[src/rtl/coax_frame_rx.sv]
// rtl/coax_frame_rx.sv - 3270 coax Manchester frame receiver with word FIFO and sticky error code
module coax_frame_rx #(
    parameter int CLOCKS_PER_BIT = 8,
    parameter int DEPTH          = 8,
    parameter bit PARITY_ODD     = 1'b0
) (
    input  logic                     clk,
    input  logic                     reset,
    input  logic                     rx,
    input  logic                     read,
    input  logic                     clear_error,
    output logic [9:0]               data,
    output logic                     last,
    output logic                     data_available,
    output logic [$clog2(DEPTH):0]   count,
    output logic                     active,
    output logic                     error,
    output logic [2:0]               error_code
);

    localparam int HALF = CLOCKS_PER_BIT / 2;
    localparam int TOL  = CLOCKS_PER_BIT / 4;
    localparam int CW   = $clog2(4 * CLOCKS_PER_BIT) + 1;
    localparam int AW   = $clog2(DEPTH);
    localparam int AW1  = AW + 1;
    localparam logic [CW-1:0]  CNT_MAX  = '1;
    localparam logic [AW1-1:0] FULL_CNT = AW1'(DEPTH);

    localparam logic [2:0] E_MID = 3'd1;
    localparam logic [2:0] E_PAR = 3'd2;
    localparam logic [2:0] E_END = 3'd3;
    localparam logic [2:0] E_OVF = 3'd4;

    typedef enum logic [2:0] {
        S_IDLE,
        S_START,
        S_SYNC,
        S_DATA,
        S_PARITY,
        S_END,
        S_ERROR
    } state_t;

    state_t          r_state, w_state_nx;
    logic            r_sync1, r_sync2, r_rx_d;
    logic [1:0]      r_sub, w_sub_nx;
    logic [CW-1:0]   r_cnt, w_cnt_nx;
    logic [2:0]      r_ones, w_ones_nx;
    logic [9:0]      r_shift, w_shift_nx;
    logic [3:0]      r_bits, w_bits_nx;
    logic [9:0]      r_hold, w_hold_nx;
    logic            r_hold_vld, w_hold_vld_nx;
    logic [2:0]      r_err_code, w_err_nx, w_fault;

    logic [10:0]     r_mem [DEPTH];
    logic [AW-1:0]   r_rd, r_wr;
    logic [AW1-1:0]  r_count;

    logic            w_rise, w_fall, w_edge, w_mid, w_bit_to;
    logic            w_full, w_pop, w_push_req, w_push, w_push_last;
    logic [9:0]      w_push_data;

    function automatic logic in_win(input logic [CW-1:0] c, input int tgt);
        return (int'(c) >= tgt - TOL) && (int'(c) <= tgt + TOL);
    endfunction

    function automatic logic past_win(input logic [CW-1:0] c, input int tgt);
        return int'(c) > tgt + TOL;
    endfunction

    assign w_rise   = r_sync2 & ~r_rx_d;
    assign w_fall   = ~r_sync2 & r_rx_d;
    assign w_edge   = w_rise | w_fall;
    // r_cnt counts clocks since the last bit-clock reference; mid-bit edges land at CLOCKS_PER_BIT
    assign w_mid    = w_edge && in_win(r_cnt, CLOCKS_PER_BIT);
    assign w_bit_to = past_win(r_cnt, CLOCKS_PER_BIT);
    assign w_full   = (r_count == FULL_CNT);
    assign w_pop    = read && (r_count != '0);

    always_comb begin
        w_state_nx    = r_state;
        w_sub_nx      = r_sub;
        w_cnt_nx      = (r_cnt == CNT_MAX) ? r_cnt : r_cnt + 1'b1;
        w_ones_nx     = r_ones;
        w_shift_nx    = r_shift;
        w_bits_nx     = r_bits;
        w_hold_nx     = r_hold;
        w_hold_vld_nx = r_hold_vld;
        w_err_nx      = r_err_code;
        w_fault       = 3'd0;
        w_push_req    = 1'b0;
        w_push_last   = 1'b0;
        w_push_data   = r_hold;
        w_push        = 1'b0;

        case (r_state)
            S_IDLE: begin
                if (w_rise) begin
                    w_cnt_nx = CW'(1);
                    if (r_ones != 3'd0 && in_win(r_cnt, CLOCKS_PER_BIT)) begin
                        if (r_ones == 3'd4) begin
                            w_state_nx = S_START;
                            w_sub_nx   = 2'd0;
                            w_ones_nx  = 3'd0;
                        end else begin
                            w_ones_nx = r_ones + 3'd1;
                        end
                    end else begin
                        w_ones_nx = 3'd1;
                    end
                end else if (w_fall) begin
                    if (!in_win(r_cnt, HALF)) w_ones_nx = 3'd0;
                end else if (r_ones != 3'd0 && w_bit_to) begin
                    w_ones_nx = 3'd0;
                end
            end

            // Extra bit-1 cells are tolerated until the low-3/high-3 violation shows up
            S_START: begin
                case (r_sub)
                    2'd0: begin
                        if (w_fall && in_win(r_cnt, HALF)) begin
                            w_sub_nx = 2'd1;
                            w_cnt_nx = CW'(1);
                        end else if (w_edge || past_win(r_cnt, HALF)) begin
                            w_state_nx = S_IDLE;
                        end
                    end
                    2'd1: begin
                        if (w_rise && in_win(r_cnt, HALF)) begin
                            w_sub_nx = 2'd0;
                            w_cnt_nx = CW'(1);
                        end else if (w_rise && in_win(r_cnt, 3 * HALF)) begin
                            w_sub_nx = 2'd2;
                            w_cnt_nx = CW'(1);
                        end else if (w_edge || past_win(r_cnt, 3 * HALF)) begin
                            w_state_nx = S_IDLE;
                        end
                    end
                    default: begin
                        if (w_fall && in_win(r_cnt, 3 * HALF)) begin
                            w_state_nx = S_SYNC;
                            w_cnt_nx   = CW'(1 + HALF);
                        end else if (w_edge || past_win(r_cnt, 3 * HALF)) begin
                            w_state_nx = S_IDLE;
                        end
                    end
                endcase
            end

            S_SYNC: begin
                if (w_mid) begin
                    w_cnt_nx = CW'(1);
                    if (w_rise) begin
                        w_state_nx    = S_DATA;
                        w_bits_nx     = 4'd0;
                        w_push_req    = r_hold_vld;
                        w_hold_vld_nx = 1'b0;
                    end else begin
                        w_state_nx = S_END;
                        w_sub_nx   = 2'd0;
                    end
                end else if (w_bit_to) begin
                    w_fault = E_MID;
                end
            end

            S_DATA: begin
                if (w_mid) begin
                    w_cnt_nx   = CW'(1);
                    w_shift_nx = {r_shift[8:0], w_rise};
                    w_bits_nx  = r_bits + 4'd1;
                    if (r_bits == 4'd9) w_state_nx = S_PARITY;
                end else if (w_bit_to) begin
                    w_fault = E_MID;
                end
            end

            S_PARITY: begin
                if (w_mid) begin
                    w_cnt_nx = CW'(1);
                    if ((1'b1 ^ (^r_shift) ^ w_rise) != PARITY_ODD) begin
                        w_fault = E_PAR;
                    end else begin
                        w_hold_nx     = r_shift;
                        w_hold_vld_nx = 1'b1;
                        w_state_nx    = S_SYNC;
                    end
                end else if (w_bit_to) begin
                    w_fault = E_MID;
                end
            end

            S_END: begin
                if (r_sub == 2'd0) begin
                    if (w_rise && in_win(r_cnt, HALF)) begin
                        w_sub_nx = 2'd1;
                        w_cnt_nx = CW'(1);
                    end else if (w_edge || past_win(r_cnt, HALF)) begin
                        w_fault = E_END;
                    end
                end else begin
                    if (w_fall && in_win(r_cnt, 2 * HALF)) begin
                        w_push_req    = r_hold_vld;
                        w_push_last   = 1'b1;
                        w_hold_vld_nx = 1'b0;
                        w_state_nx    = S_IDLE;
                        w_ones_nx     = 3'd0;
                    end else if (w_edge || past_win(r_cnt, 2 * HALF)) begin
                        w_fault = E_END;
                    end
                end
            end

            default: begin
                if (clear_error) begin
                    w_state_nx = S_IDLE;
                    w_err_nx   = 3'd0;
                    w_ones_nx  = 3'd0;
                end
            end
        endcase

        if (w_push_req && w_full && !w_pop) w_fault = E_OVF;
        w_push = w_push_req && !(w_full && !w_pop);

        if (w_fault != 3'd0) begin
            w_state_nx    = S_ERROR;
            w_err_nx      = w_fault;
            w_hold_vld_nx = 1'b0;
        end
    end

    always_ff @(posedge clk or negedge reset) begin
        if (!reset) begin
            r_sync1    <= 1'b0;
            r_sync2    <= 1'b0;
            r_rx_d     <= 1'b0;
            r_state    <= S_IDLE;
            r_sub      <= 2'd0;
            r_cnt      <= '0;
            r_ones     <= 3'd0;
            r_shift    <= 10'd0;
            r_bits     <= 4'd0;
            r_hold     <= 10'd0;
            r_hold_vld <= 1'b0;
            r_err_code <= 3'd0;
        end else begin
            r_sync1    <= rx;
            r_sync2    <= r_sync1;
            r_rx_d     <= r_sync2;
            r_state    <= w_state_nx;
            r_sub      <= w_sub_nx;
            r_cnt      <= w_cnt_nx;
            r_ones     <= w_ones_nx;
            r_shift    <= w_shift_nx;
            r_bits     <= w_bits_nx;
            r_hold     <= w_hold_nx;
            r_hold_vld <= w_hold_vld_nx;
            r_err_code <= w_err_nx;
        end
    end

    always_ff @(posedge clk) begin
        if (w_push) r_mem[r_wr] <= {w_push_last, w_push_data};
    end

    always_ff @(posedge clk or negedge reset) begin
        if (!reset) begin
            r_rd    <= '0;
            r_wr    <= '0;
            r_count <= '0;
        end else begin
            if (w_push) r_wr <= r_wr + 1'b1;
            if (w_pop)  r_rd <= r_rd + 1'b1;
            case ({w_push, w_pop})
                2'b10:   r_count <= r_count + 1'b1;
                2'b01:   r_count <= r_count - 1'b1;
                default: r_count <= r_count;
            endcase
        end
    end

    // Head word is masked while empty so stale RAM never reaches the outputs
    assign data           = (r_count != '0) ? r_mem[r_rd][9:0] : 10'd0;
    assign last           = (r_count != '0) ? r_mem[r_rd][10]  : 1'b0;
    assign data_available = (r_count != '0);
    assign count          = r_count;
    assign active         = r_state inside {S_START, S_SYNC, S_DATA, S_PARITY, S_END};
    assign error          = (r_err_code != 3'd0);
    assign error_code     = r_err_code;

endmodule

[config.mk]
export PLATFORM = sky130hd
export DESIGN_NAME = coax_frame_rx
export DESIGN_NICKNAME = d
export VERILOG_FILES = /design/src/rtl/coax_frame_rx.sv
export SDC_FILE = /design/constraint.sdc
export NUM_CORES = 1
export LEC_CHECK = 0
export BUFFER_PORTS_ARGS = -buffer_cell sky130_fd_sc_hd__clkbuf_2
export CORE_MARGIN = 5
export CORE_UTILIZATION = 60
export CTS_CLUSTER_SIZE = 24
export DETAILED_ROUTE_END_ITERATION = 8
export HOLD_SLACK_MARGIN = 0.1
export MAX_ROUTING_LAYER = met4
export PLACE_DENSITY = 0.78
export REMOVE_ABC_BUFFERS = 1
export SETUP_SLACK_MARGIN = 0.1
export SYNTH_ARGS = -nofsm -noshare
export SYNTH_HDL_FRONTEND = slang
export SYNTH_SLANG_ARGS = --single-unit
[constraint.sdc]
create_clock -name clk -period 6.5 [get_ports clk]
set_input_delay 0.325 -clock clk [delete_from_list [all_inputs] [get_ports clk]]
set_output_delay 0.325 -clock clk [all_outputs]
set_load 0.005 [all_outputs]
==> results of run 1 <==
Yosys cell counts (all sizes together) (12+ instances only):
master / number
edfxtp: 88
a21oi: 14
inv: 19
dfrtp: 55
nand3: 12
ha: 14
o21ai: 16
nor2: 31
xnor2: 12
mux4: 22
nand2: 28
clkbuf: 12
mux2: 24
nor3: 18
logic make-up (layout without fill, tap and decap cells):
kind of cell / after synthesis / count (layout) / share of synthesized area
buffers and inverters: 38 / 83 / 0.02250
multiplexers: 57 / 57 / 0.1335
flip-flops: 143 / 143 / 0.6125
AND/OR/NAND/NOR: 127 / 127 / 0.1001
AO/OA/AOI/OAI: 66 / 66 / 0.07419
adder cells (fa/ha/maj): 15 / 15 / 0.02975
XOR/XNOR: 19 / 19 / 0.02746
metrics by stage:
stage          std cells  hold slack (ns)  instance area [sq um]  total power (W)
2_1_floorplan        446          0.02941                   6485         0.001763
3_3_place_gp         616           0.3359                   6829         0.001990
3_5_place_dp         616           0.3347                   6829         0.002020
4_1_cts              650           0.2235                   7438         0.002981
5_1_grt              650           0.2697                   7438         0.003139
6_report             650           0.2526                   7438         0.002973
worst paths after layout:
kind                             startpoint       endpoint  depth (start not counted)  slack, ns
worst max-delay path                 r_rx_d    r_mem[2][4]                          8       3.02
worst min-delay path            clear_error  error_code[2]                          4       0.25
worst max register to register       r_rx_d    r_mem[2][4]                          8       3.02
worst min register to register      r_sync1        r_sync2                          0       0.35
max in group asynchronous             reset     r_hold_vld                          3       5.56
min in group asynchronous             reset       r_cnt[4]                          3       0.48
cell type report:
cell class / instances / share of cell area
clock inverters: 15 / 0.02355
repair buffers: 32 / 0.02456
well taps: 140 / 0.02355
inverters: 19 / 0.009588
flip-flops and latches: 143 / 0.5403
clock buffers: 17 / 0.05568
multi-input cells: 284 / 0.3228
state kept, by name (all words and copies together), names as in the netlist, 4 cells and up:
register / count
count: 4
r_mem: 88
r_shift: 10
r_bits: 4
r_hold: 10
r_cnt: 6
what timing repair did:
| action | CTS | global route |
|---|---|---|
| hold endpoints to repair | 56 | 0 |
| setup endpoints to repair | 0 | 0 |
| hold buffers | 2 | 0 |
metal layers:
layer  wire [microns]  track usage
met3              740      0.05021
met4              264      0.07047
met5                0            -
met1             5339       0.2766
met2             6822       0.3718
report_power, final:
group	switching, W	internal, W	leakage (nW)
combinational	0.000427	0.000386	1.08
sequential	0.000178	0.00103	1.54
clock	0.000397	0.000558	0.284
worst max-delay path: cells and delay by family (launching register included):
family	cells	cell delay [ns]
AND/OR/NAND/NOR	4	1.79
adder cells (fa/ha/maj)	1	0.46
AO/OA/AOI/OAI	1	0.25
buffers and inverters	2	0.19
flip-flops	1	0.40
==> results.cfg, run 1 <==
[placement]
port_buffers = 25
dp_hpwl_microns = 8333
post-place-ws_ns = 3.160
gp_congestion = 0.9701

[global_route]
grt_first_pass_wirelength_microns = 21340
grt_overflow = 0
antenna_found_initial = 0
grt.total_usage = 0.2243
grt_max_degree = 56
grt_pass1_vias = 3937

[layout]
fillers = 698
multi_input_area_sq_um = 2401
antenna_cells = 0
final_common_cell = edfxtp_1
nets = 517
utilization = 0.6892
final_cell_mix = 88 x edfxtp_1, 55 x dfrtp_1, 30 x nor2_1
drive_above_1_share = 0.2216
areaGrowthSynthToFinish_pct = 13.37
ff_latch_area_sq_um = 4019

[die]
initial_utilization = 0.6079
ios = 26
die_w_microns = 114.6
dieArea_sq_um = 13130
core_sq_um = 10790
die_h_microns = 114.6
rows = 38

[timing]
max_freq_mhz = 287.2
slew_headroom = 0.2741
worst_slew_pin_slew_ns = 1.089
setup_ws_ns = 3.018
skew_ns = 0.009599
setup_viol = 0
rsz0062_at_grt = false
slew_viol_final = 0
period_share = 0.5357
period_minus_slack_ns = 3.482
hold_viol = 0
finalSetupTns_ns = 0

[synth]
syn-instance-count = 465
syn_area_sq_um = 6561
synth-edff-count = 88
ys_warn_count = 0
syn_area_per_cell_sq_um = 14.11
synth_seq_cells = 143
yosys-top-cells-area = edfxtp_1 40%, dfrtp_1 21%, mux4_2 7.6%, ha_1 2.7%, mux2_2 2.4%
yosysTopAreaCell = edfxtp_1
async_flop_share = 0.3846
ys_seq_area_frac = 0.6125
yosysTopAreaCellShare = 0.4027
synth_ff_type = edfxtp_1
ys_types = 66

[cts]
cts-root-buf = clkbuf_8
cts_setup_buffers = 0
clockBufferDepth = 2
clk_latency_ns = 0.52
cts-htree-levels = 4
cts_buffers = 17
post_cts_resized = 0
cts_tree = done
numClockSinks = 143
path_clk_slew_ns = 0.07

[run]
max_cap_viol_count = 0

[critical_path]
max_stage_delay_ns = 0.83
cp.required_ns = 6.64
worstSetupPathType = reg2reg
cp_common_cell = inv_1
cp-start-kind = flop
worstSetupEndpointType = flop
critical_path_peak_fanout = 15
cp_cell_sequence = inv_1, ha_1, inv_1, nor3_1, o2bb2ai_1, nand4_2, nand2b_1, nor2_1
cp.arrival_ns = 3.62
crit_path_top_delay_cell = nor2_1

[drt]
dr.pass1.iters = 6
vias = 3976
routed_wirelength_microns = 13170
drc = 0
drt-wirelength-per-cell_microns = 20.26
postRouteAntennaNets = 0
vias_per_cell = 6.117
drt_iter0_markers = 320

[run_status]
status = finished clean

[pwr]
power_density_nw_per_um2 = 399.7
leakagePower_nw = 2.904
worst_ir_drop_vdd_mv = 0.2799

[worst_hold_path]
hold_path_class = in2reg
Note: power is estimated with default switching activity, not from simulation.
==> run 2, diff against run 1 <==
==> constraint.sdc (replaced) <==
create_clock -name clk -period 3.5 [get_ports clk]
set_input_delay 0.175 -clock clk [delete_from_list [all_inputs] [get_ports clk]]
set_output_delay 0.175 -clock clk [all_outputs]
set_load 0.005 [all_outputs]
==> run 2 against run 1 <==
  * Die area did not move
  * Via count rose by 2.9%
  * Register-to-register slack got worse by 2.6 ns
  * Combinational power rose by 92%
==> results.cfg, run 2 (same netlist as run 1, synthesis figures left out) <==
[run_status]
status = finished clean

[cts]
path_clk_slew_ns = 0.06
cts_buffers = 17
cts_tree = done
cts-root-buf = clkbuf_8
cts_setup_buffers = 0
clockBufferDepth = 2
clk_latency_ns = 0.53
cts-htree-levels = 4
numClockSinks = 143

[timing]
period_minus_slack_ns = 3.102
period_share = 0.8863
hold_viol = 0
worst_slew_pin_slew_ns = 1.019
slew_viol_final = 0
slew_headroom = 0.3208
finalSetupTns_ns = 0
max_freq_mhz = 322.4
rsz0062_at_grt = false
skew_ns = 0.006888
setup_viol = 0

[drt]
drt_iter0_markers = 480
vias = 4093
postRouteAntennaNets = 0
dr.pass1.iters = 5
vias_per_cell = 6.173
drc = 0
drt-wirelength-per-cell_microns = 20.04
routed_wirelength_microns = 13290

[critical_path]
reg2reg_depth = 11
r2r_setup_slack_ns = 0.40
critical_path_peak_fanout = 8
worstSetupEndpointType = flop
worstSetupPathType = reg2reg
cp.arrival_ns = 3.51
cp-start-kind = flop
cp.required_ns = 3.91
r2r_end = count[3]
rr_startpoint = r_cnt[4]

[global_route]
grt.total_usage = 0.2283
grt.busiest_layer = met2
use_met3 = 0.06290
grt_first_pass_wirelength_microns = 21790
grt_max_degree = 33
use_met2 = 0.3593
use_met1 = 0.2875
grt_overflow = 0
antenna_found_initial = 0
grt_pass1_vias = 4159

[die]
ios = 26
dieArea_sq_um = 13130
rows = 38
core_sq_um = 10790
initial_utilization = 0.6079
die_w_microns = 114.6
die_h_microns = 114.6

[layout]
regMostFlops = r_mem
ff_latch_area_sq_um = 4020
areaGrowthSynthToFinish_pct = 14.89
antenna_cells = 0
final_common_cell = edfxtp_1
finalNonFillerCells = 663
drive_above_1_share = 0.2352
multi_input_area_sq_um = 2404
final_cell_mix = 88 x edfxtp_1, 54 x dfrtp_1, 29 x nor2_1
nets = 530
reg.largest.list = r_mem (88), r_hold (10), r_shift (10)
utilization = 0.6985
fillers = 719
largest_reg_flops = 88

[worst_hold_path]
hold_path_class = in2async

[pwr]
worst_ir_drop_vdd_mv = 0.5166
power_density_nw_per_um2 = 736.6
finalPower_w = 0.005553
leakagePower_nw = 2.968

[run]
max_cap_viol_count = 0

[placement]
port_buffers = 25
dpl.cell_count = 627
dp_hpwl_microns = 8587
gp_congestion = 0.8932
==> run 2: cell count changes in the layout (fill, tap and decap cells not counted), moves of 2 or more <==
cell           delta
clkinv_1          +2
inv_6             -5
dlygate4sd3_1     +2
clkinv_2          +2
buf_4            +11
==> run 2: metrics by stage <==
| stage | area (sq um) | hold slack (ns) | setup slack (ns) |
|---|---|---|---|
| after CTS | 7535 | 0.2033 | 0.3415 |
| after detailed placement | 6912 | 0.2351 | 0.3544 |
| final | 7538 | 0.1922 | 0.3978 |
| after global routing | 7538 | 0.2550 | 0.1761 |
| after floorplan | 6485 | -0.1206 | 0.4235 |
| after global placement | 6912 | 0.2173 | 0.4307 |
==> run 2: per-layer routing <==
metal	routed length (microns)	vias to the layer above
li1	-	1860
met1	5334	2058
met2	6782	149
met3	962	26
met4	209	0
met5	0	-
==> run 2: power breakdown <==
part	internal, W	switching, W	leakage (nW)	total, W
Sequential	0.00191	0.000303	1.54	0.00221
Clock	0.00109	0.000687	0.282	0.00177
Combinational	0.000731	0.000834	1.15	0.00156
Total	0.00373	0.00182	2.97	0.00555
==> run 2: worst max-delay path, cell delays in order, from the launching register on <==
cell       delay, ns
dfrtp_1         0.42
nor2_1          0.40
o2111ai_1       0.35
o2bb2ai_1       0.37
nand4_2         0.21
ha_1            0.27
ha_1            0.29
a21o_1          0.18
a21oi_1         0.16
xnor2_1         0.13
nor2_1          0.06
xor2_1          0.14
==> run 2: timing repair <==
| action | CTS | global route |
|---|---|---|
| setup endpoints to repair | 0 | 1 |
| hold endpoints to repair | 27 | 0 |
| gates resized for setup | 0 | 2 |
| hold buffers | 4 | 0 |
==> run 2: final cells by class <==
type,count,area share
tap,140,0.02324
multi-input combinational,284,0.3188
clock buffer,18,0.05544
timing repair buffer,45,0.03784
inverter,19,0.009461
clock inverter,14,0.02191
sequential,143,0.5333
==> run 2: how the worst max path moves through the flow <==
| stage | from | endpoint | slack (ns) |
|---|---|---|---|
| 4_1_cts | r_cnt[2] | count[3] | 0.34 |
| 2_1_floorplan | count[1] | count[3] | 0.42 |
| 3_3_place_gp | r_sync2 | count[3] | 0.43 |
| 3_5_place_dp | r_cnt[2] | count[3] | 0.35 |
| 6_report | r_cnt[4] | count[3] | 0.40 |
| 5_1_grt | r_cnt[3] | count[3] | 0.18 |
